==> config.mk <==
export PLATFORM = sky130hd
export DESIGN_NAME = trap_ctrl
export DESIGN_NICKNAME = d
export VERILOG_FILES = /design/src/rtl/trap_ctrl_pkg.sv /design/src/rtl/trap_int_sync.sv /design/src/rtl/trap_ctrl.sv
export SDC_FILE = /design/constraint.sdc
export NUM_CORES = 1
export LEC_CHECK = 0
export ABC_AREA = 1
export BUFFER_PORTS_ARGS = -buffer_cell sky130_fd_sc_hd__buf_4
export CORE_ASPECT_RATIO = 1.75
export CORE_MARGIN = 2
export CORE_UTILIZATION = 45
export DETAILED_ROUTE_END_ITERATION = 10
export MAX_ROUTING_LAYER = met4
export PLACE_DENSITY = 0.81
export SLEW_MARGIN = 0
export SYNTH_ARGS = -nofsm -noshare
export SYNTH_HDL_FRONTEND = slang
export SYNTH_HIERARCHICAL = 1
export SYNTH_SLANG_ARGS = --single-unit
==> constraint.sdc <==
create_clock -name CLK -period 2.3 [get_ports CLK]
set_clock_uncertainty 0.1 [all_clocks]
set_input_delay 0.23 -clock CLK [delete_from_list [all_inputs] [get_ports CLK]]
set_output_delay 0.23 -clock CLK [all_outputs]
set_load 0.02 [all_outputs]
==> src/rtl/trap_ctrl_pkg.sv <==
// Shared encodings for the trap sequencer: FSM states, cause codes, mtvec modes, privilege.
// Used by trap_ctrl; the TRAP_CTRL_VECTORED_EN build option lives in trap_ctrl.sv.
package trap_pkg;

    localparam logic [1:0] ST_IDLE     = 2'd0;
    localparam logic [1:0] ST_COMMIT   = 2'd1;
    localparam logic [1:0] ST_REDIRECT = 2'd2;

    localparam logic [30:0] EXC_ILLEGAL = 31'd2;
    localparam logic [30:0] EXC_ECALL_M = 31'd11;
    localparam logic [30:0] INT_SOFT_M  = 31'd3;
    localparam logic [30:0] INT_TIMER_M = 31'd7;
    localparam logic [30:0] INT_EXT_M   = 31'd11;

    localparam logic [1:0] DIRECT   = 2'b00;
    localparam logic [1:0] VECTORED = 2'b01;

    localparam logic [1:0] PRIV_M = 2'b11;

    typedef enum logic {
        KIND_TRAP = 1'b0,
        KIND_MRET = 1'b1
    } kind_t;

endpackage

==> src/rtl/trap_int_sync.sv <==
// Flip-flop chain synchronizer with synchronous active-high reset; STAGES >= 1.
module trap_int_sync #(
    parameter int STAGES = 2
) (
    input  logic CLK,
    input  logic RST,
    input  logic din,
    output logic dout
);

    logic [STAGES-1:0] chain;

    always_ff @(posedge CLK) begin
        if (RST) begin
            chain <= '0;
        end else begin
            chain[0] <= din;
            for (int i = 1; i < STAGES; i++) begin
                chain[i] <= chain[i-1];
            end
        end
    end

    assign dout = chain[STAGES-1];

endmodule

==> src/rtl/trap_ctrl.sv <==
// Trap sequencer: arbitrates exception / interrupt / MRET, pulses the CSR update, then flushes and redirects fetch.
// Build option TRAP_CTRL_VECTORED_EN enables vectored interrupt targets (mtvec mode 2'b01).
import trap_pkg::*;

module trap_ctrl #(
    parameter int INT_SYNC_STAGES = 2,
    parameter int REDIRECT_HOLD   = 1
) (
    input  logic        CLK,
    input  logic        RST,
    input  logic        MMU_WAIT,
    input  logic        EXC_EN,
    input  logic [30:0] EXC_CODE,
    input  logic [31:0] EXC_PC,
    input  logic        MRET_EN,
    input  logic [31:0] MRET_PC,
    input  logic        INT_EXT,
    input  logic        INT_TIMER,
    input  logic        INT_SOFT,
    input  logic [31:0] INT_PC,
    input  logic        INT_PC_VALID,
    input  logic        INT_ALLOW,
    input  logic [1:0]  TRAP_VEC_MODE,
    input  logic [31:0] TRAP_VEC_BASE,
    output logic        TRAP_EN,
    output logic [31:0] TRAP_CODE,
    output logic [31:0] TRAP_PC,
    output logic        CHMODE_DO,
    output logic [1:0]  CHMODE_TO,
    output logic        FLUSH,
    output logic        JUMP_EN,
    output logic [31:0] JUMP_PC,
    output logic        BUSY
);

    localparam logic [2:0] HOLD_LAST = 3'(REDIRECT_HOLD - 1);

    logic [1:0]  state;
    logic [2:0]  hold_cnt;
    kind_t       kind_r;
    logic [31:0] cause_r;
    logic [31:0] epc_r;
    logic [31:0] tgt_r;

    logic        int_ext_s;
    logic        int_ok;
    logic        req_any;
    kind_t       req_kind;
    logic [31:0] req_cause;
    logic [31:0] req_pc;
    logic [31:0] req_tgt;
    logic        accept;
    logic        unused_in;

    trap_int_sync #(
        .STAGES(INT_SYNC_STAGES)
    ) u_int_sync (
        .CLK (CLK),
        .RST (RST),
        .din (INT_EXT),
        .dout(int_ext_s)
    );

    // Losing requests are dropped; their sources re-issue or re-arbitrate later.
    always_comb begin
        req_any   = 1'b0;
        req_kind  = KIND_TRAP;
        req_cause = '0;
        req_pc    = '0;
        req_tgt   = TRAP_VEC_BASE;
        int_ok    = INT_ALLOW & INT_PC_VALID & (int_ext_s | INT_SOFT | INT_TIMER);
        if (EXC_EN) begin
            req_any   = 1'b1;
            req_cause = {1'b0, EXC_CODE};
            req_pc    = EXC_PC;
        end else if (int_ok) begin
            req_any = 1'b1;
            req_pc  = INT_PC;
            if (int_ext_s)     req_cause = {1'b1, INT_EXT_M};
            else if (INT_SOFT) req_cause = {1'b1, INT_SOFT_M};
            else               req_cause = {1'b1, INT_TIMER_M};
`ifdef TRAP_CTRL_VECTORED_EN
            if (TRAP_VEC_MODE == VECTORED) begin
                req_tgt = TRAP_VEC_BASE + {req_cause[29:0], 2'b00};
            end
`endif
        end else if (MRET_EN) begin
            req_any  = 1'b1;
            req_kind = KIND_MRET;
            req_tgt  = {MRET_PC[31:2], 2'b00};
        end
    end

`ifdef TRAP_CTRL_VECTORED_EN
    assign unused_in = ^MRET_PC[1:0];
`else
    assign unused_in = ^{TRAP_VEC_MODE, MRET_PC[1:0]};
`endif

    assign accept = (state == ST_IDLE) & ~MMU_WAIT & req_any;

    always_ff @(posedge CLK) begin
        if (RST) begin
            state    <= ST_IDLE;
            hold_cnt <= '0;
            kind_r   <= KIND_TRAP;
            cause_r  <= '0;
            epc_r    <= '0;
            tgt_r    <= '0;
        end else begin
            case (state)
                ST_IDLE: begin
                    if (accept) begin
                        state  <= ST_COMMIT;
                        kind_r <= req_kind;
                        tgt_r  <= req_tgt;
                        if (req_kind == KIND_TRAP) begin
                            cause_r <= req_cause;
                            epc_r   <= req_pc;
                        end
                    end
                end
                ST_COMMIT: begin
                    state    <= ST_REDIRECT;
                    hold_cnt <= '0;
                end
                ST_REDIRECT: begin
                    if (hold_cnt == HOLD_LAST) state <= ST_IDLE;
                    else                       hold_cnt <= hold_cnt + 3'd1;
                end
                default: state <= ST_IDLE;
            endcase
        end
    end

    assign TRAP_EN   = (state == ST_COMMIT) && (kind_r == KIND_TRAP);
    assign CHMODE_DO = (state == ST_COMMIT) && (kind_r == KIND_MRET);
    assign CHMODE_TO = CHMODE_DO ? PRIV_M : 2'b00;
    assign TRAP_CODE = cause_r;
    assign TRAP_PC   = epc_r;
    assign FLUSH     = (state == ST_REDIRECT);
    assign JUMP_EN   = (state == ST_REDIRECT);
    assign JUMP_PC   = tgt_r;
    assign BUSY      = (state != ST_IDLE);

endmodule
==> results <==
- The count of buffers added on input and output ports is 269.
- The startpoint identified for the worst register-to-register timing path is u_int_sync/chain[1].
- Yosys attributes the largest share of cell area to sky130_fd_sc_hd__dfxtp_1 (42%), sky130_fd_sc_hd__nand2_1 (15%), sky130_fd_sc_hd__nor2_1 (11%).
- Summing internal, switching and leakage power gives 4.69 mW.
- The worst hold path stage count is 3.
- The first detailed-routing pass ran for 4 iterations.
- The timing-limited maximum frequency is 0.513 GHz.
- For this run, the number of Yosys warnings is 6.
- After detailed routing, the total wire length is 14,800 um.
- Of the cells placed in the final design, the portion with a size suffix greater than 1 is 0.347.
- The routed via count divided by cell count is 4.85.
- The synthesized netlist contains 24 unique library cells.
- The number of instances in the placed design is 1,087.
- The count of filler cells inserted in the layout is 990.
- 274 I/O pins were placed.
- The signal arrival time at the worst endpoint is 2.12 ns.
- For this run, the total global-route usage over all layers was measured as 0.252.
- The path class of the tightest hold or removal check is primary input to flop.
- The endpoint of the worst-slack reg-to-reg timing path is JUMP_PC[2].
- The remaining antenna violation count after routing is 0.
- Measured against the total synthesized area, the mux share comes to 0.
- The number of DRC markers after the initial detailed-route iteration is 195.
- The dominant combinational cell family by area after synthesis is simple AND/OR/NAND/NOR gates.
- The CTS root buffer is sky130_fd_sc_hd__clkbuf_16.
- The portion of the post-synthesis area used by sequential elements is 0.422.
- The standard-cell row count is 50.
- The level count of the clock H-tree is 3.
- Setup repair after global routing left no endpoint under its margin.
- The congestion estimate from routability-driven global placement came to 0.854.
- The number of antenna violations at the first check in global routing is 0.
- The number of clock buffers inserted by TritonCTS is 9.
- The area of the core is 10,700 um^2.
- After detailed routing, the number of remaining DRC violations is 0.
- The cell count after synthesis came out at 727.
- The total die area is 11,800 um^2.
- The post-cts gate resize count is 0.
- Clock-pin slew was measured on the worst setup and hold paths at 0.07 ns.
- The post-CTS setup buffer count is 0.
- The slew at the pin closest to its max-slew limit is 0.778 ns.
- After layout, the minimum clock period comes to 1.95 ns.
- The largest voltage drop on the vdd net is 0.438 mV.
- The worst-case headroom to the max-slew limit is 0.481.
- The area added between synthesis and finish is 46.1%.
- Tracing the worst setup path back leads to its startpoint at u_int_sync/chain[1].
- The wire length of the first global-routing pass is 23,600 um.
- In the final routed layout, each cell accounts on average for 13.5 um.
- The kind of critical path is flop to flop.
- Of the total synthesized cell area, the portion taken by XOR and XNOR cells is 0.
- The net count of the finished layout is 1,141.
- The die outline width is 83.1 um.
- Once detailed placement completed, the half-perimeter wirelength came to 10,700 um.
- The total standard cell area after synthesis is 4930 um^2.
- The area fraction in and, or, nand and nor cells after synthesis is 0.338.
- Setup violations remaining at the end of the flow were counted as 0.
- The number of cell instances on the worst register-to-register path is 8.
- In this run the worst path has a maximum fanout of 64.
- Of the total synthesized cell area, the portion taken by full adders, half adders and majority gates is 0.00507.
- The launch instance of the worst min-delay path is INT_EXT.
- The later pin in the worst-skew pair is clocked with a latency of 0.34 ns.
- The hold violation count in the final report is 0.
- The area of combinational cells with multiple inputs is 2330 um^2.
- Hold is met by 0.0181 ns.
- The initial standard-cell utilization of the core is 0.461.
- Entering global routing, the biggest net connects 65 pins.
- Registers take 2080 um^2.
- The total negative slack for setup checks is 0 ns.
- The non-filler instance count after layout is 1,103.
- The run finished with clean final reports.
- The count of inserted antenna diode cells is 0.
- The total vias in the final route is 5,355.
- The number of max-cap violations is 0.
- The via count of the first global-routing pass is 4,970.
- The worst path meets setup with 0.352 ns of slack.
- Synthesis inferred 104 register bits.
- The type of element capturing the critical path is a flop.
- The most critical setup path has its endpoint at JUMP_PC[2].
- The die is 142 um tall.
- Synthesis produced a netlist with a net count of 900.
- Power spread over the standard cell area amounts to 651 nW/um^2.
- The clock tree buffer depth is 2.
- The clock tree from TritonCTS is built.
- In the finished design, the share of the clock period the worst path needs comes to 0.847.
- After global routing the overflow that remains totals 0.
- The number of buffers inserted for hold repair after clock tree synthesis is 0.
- The mean cell area of the mapped netlist is 6.78 um^2.
- The post-synthesis compound-gate area fraction is 0.129.
- The share of the synthesized area in the top cell type is 0.422.
- The total count of max-transition violations in the final report is 0.
- The worst endpoint required time is 2.47 ns.
- The category of the worst setup path launch point is a flop.
- The setup slack of the worst register-to-register path is 0.35 ns.
- The tree built by TritonCTS fans out to 104 sinks.
- The analysis attributes to cell leakage a power of 3.73 nW.
- The pre-CTS setup slack is 0.237 ns.
- sky130_fd_sc_hd__dfxtp_1 takes more of the synthesized area than any other cell.
## per-stage QoR
step	utilization	instance area, um^2
after floorplan	-	4930
after global placement	0.644	6890
after detailed placement	0.644	6890
after CTS	0.673	7200
after global routing	0.673	7200
final	0.673	7200
## placed cells by master, fill, tap and decap left out, types with 3 or more instances in the layout
cell / synthesis / final
sky130_fd_sc_hd__nor2_1: 139 / 138
sky130_fd_sc_hd__inv_2: 4 / 3
sky130_fd_sc_hd__inv_1: 47 / 47
sky130_fd_sc_hd__nor2_2: 2 / 3
sky130_fd_sc_hd__clkbuf_16: 0 / 9
sky130_fd_sc_hd__dfxtp_1: 104 / 104
sky130_fd_sc_hd__nand3_1: 64 / 64
sky130_fd_sc_hd__a21oi_2: 28 / 28
sky130_fd_sc_hd__o21ai_0: 16 / 16
sky130_fd_sc_hd__o21ai_1: 20 / 20
sky130_fd_sc_hd__buf_4: 8 / 282
sky130_fd_sc_hd__a21oi_1: 38 / 38
sky130_fd_sc_hd__nand2_1: 200 / 200
## logic make-up after synthesis
| kind of cell | after synthesis |
|---|---|
| AO/OA/AOI/OAI | 105 |
| adder cells (fa/ha/maj) | 2 |
| buffers and inverters | 103 |
| flip-flops | 104 |
| AND/OR/NAND/NOR | 413 |
## state kept, by name, indices dropped and copies added (netlist names)
signal	count
TRAP_CODE	32
u_int_sync/chain	2
TRAP_PC	32
kind_r	1
JUMP_PC	32
hold_cnt	3
state	2
## metal layers
layer / vias to the layer above / GRT usage / part of all wire
met2: 202 / 0.431 / 0.53
met1: 2370 / 0.284 / 0.38
met4: 0 / 0.121 / 0.037
li1: 2749 / - / -
met3: 34 / 0.0452 / 0.061
met5: - / - / 0
## critical path, cell delays in order (launching register included)
cell	delay, ns
sky130_fd_sc_hd__dfxtp_1	0.31
sky130_fd_sc_hd__nor2_1	0.22
sky130_fd_sc_hd__nand2_1	0.13
sky130_fd_sc_hd__nand3_2	0.11
sky130_fd_sc_hd__buf_4	0.62
sky130_fd_sc_hd__nand3_1	0.14
sky130_fd_sc_hd__nand2_1	0.10
sky130_fd_sc_hd__nor2_1	0.04
sky130_fd_sc_hd__nor2_1	0.10
## cell type report
class,instances,share of cell area
multi-input combinational,520,0.324
timing repair buffer,282,0.294
sequential,104,0.289
clock buffer,10,0.0332
inverter,51,0.0269
tap,130,0.0226
clock inverter,6,0.0104
## power by group
part / switching, mW / leakage (nW) / internal [mW] / total, mW
logic: 0.597 / 2.72 / 0.493 / 1.09
registers: 0.0693 / 0.852 / 1.93 / 2.00
clock network: 0.708 / 0.152 / 0.892 / 1.60
total: 1.37 / 3.73 / 3.31 / 4.69
## Yosys cell counts, drive strengths merged
cell,instances
nand2,202
nor2,143
buf,39
a211oi,1
clkbuf,13
nand4,2
a21oi,66
o211ai,1
inv,51
nand3,65
o21ai,36
o21bai,1
dfxtp,104
ha,2
nor3,1
## how the worst min path moves through the flow
stage | to | slack (ns)
finish | u_int_sync/chain[0] | 0.02
global route | u_int_sync/chain[0] | 0.03
CTS | u_int_sync/chain[0] | 0.02
detailed placement | u_int_sync/chain[1] | 0.31
global placement | u_int_sync/chain[1] | 0.31
floorplan | u_int_sync/chain[0] | 0.20
Note: power is estimated with default switching activity, not from simulation.
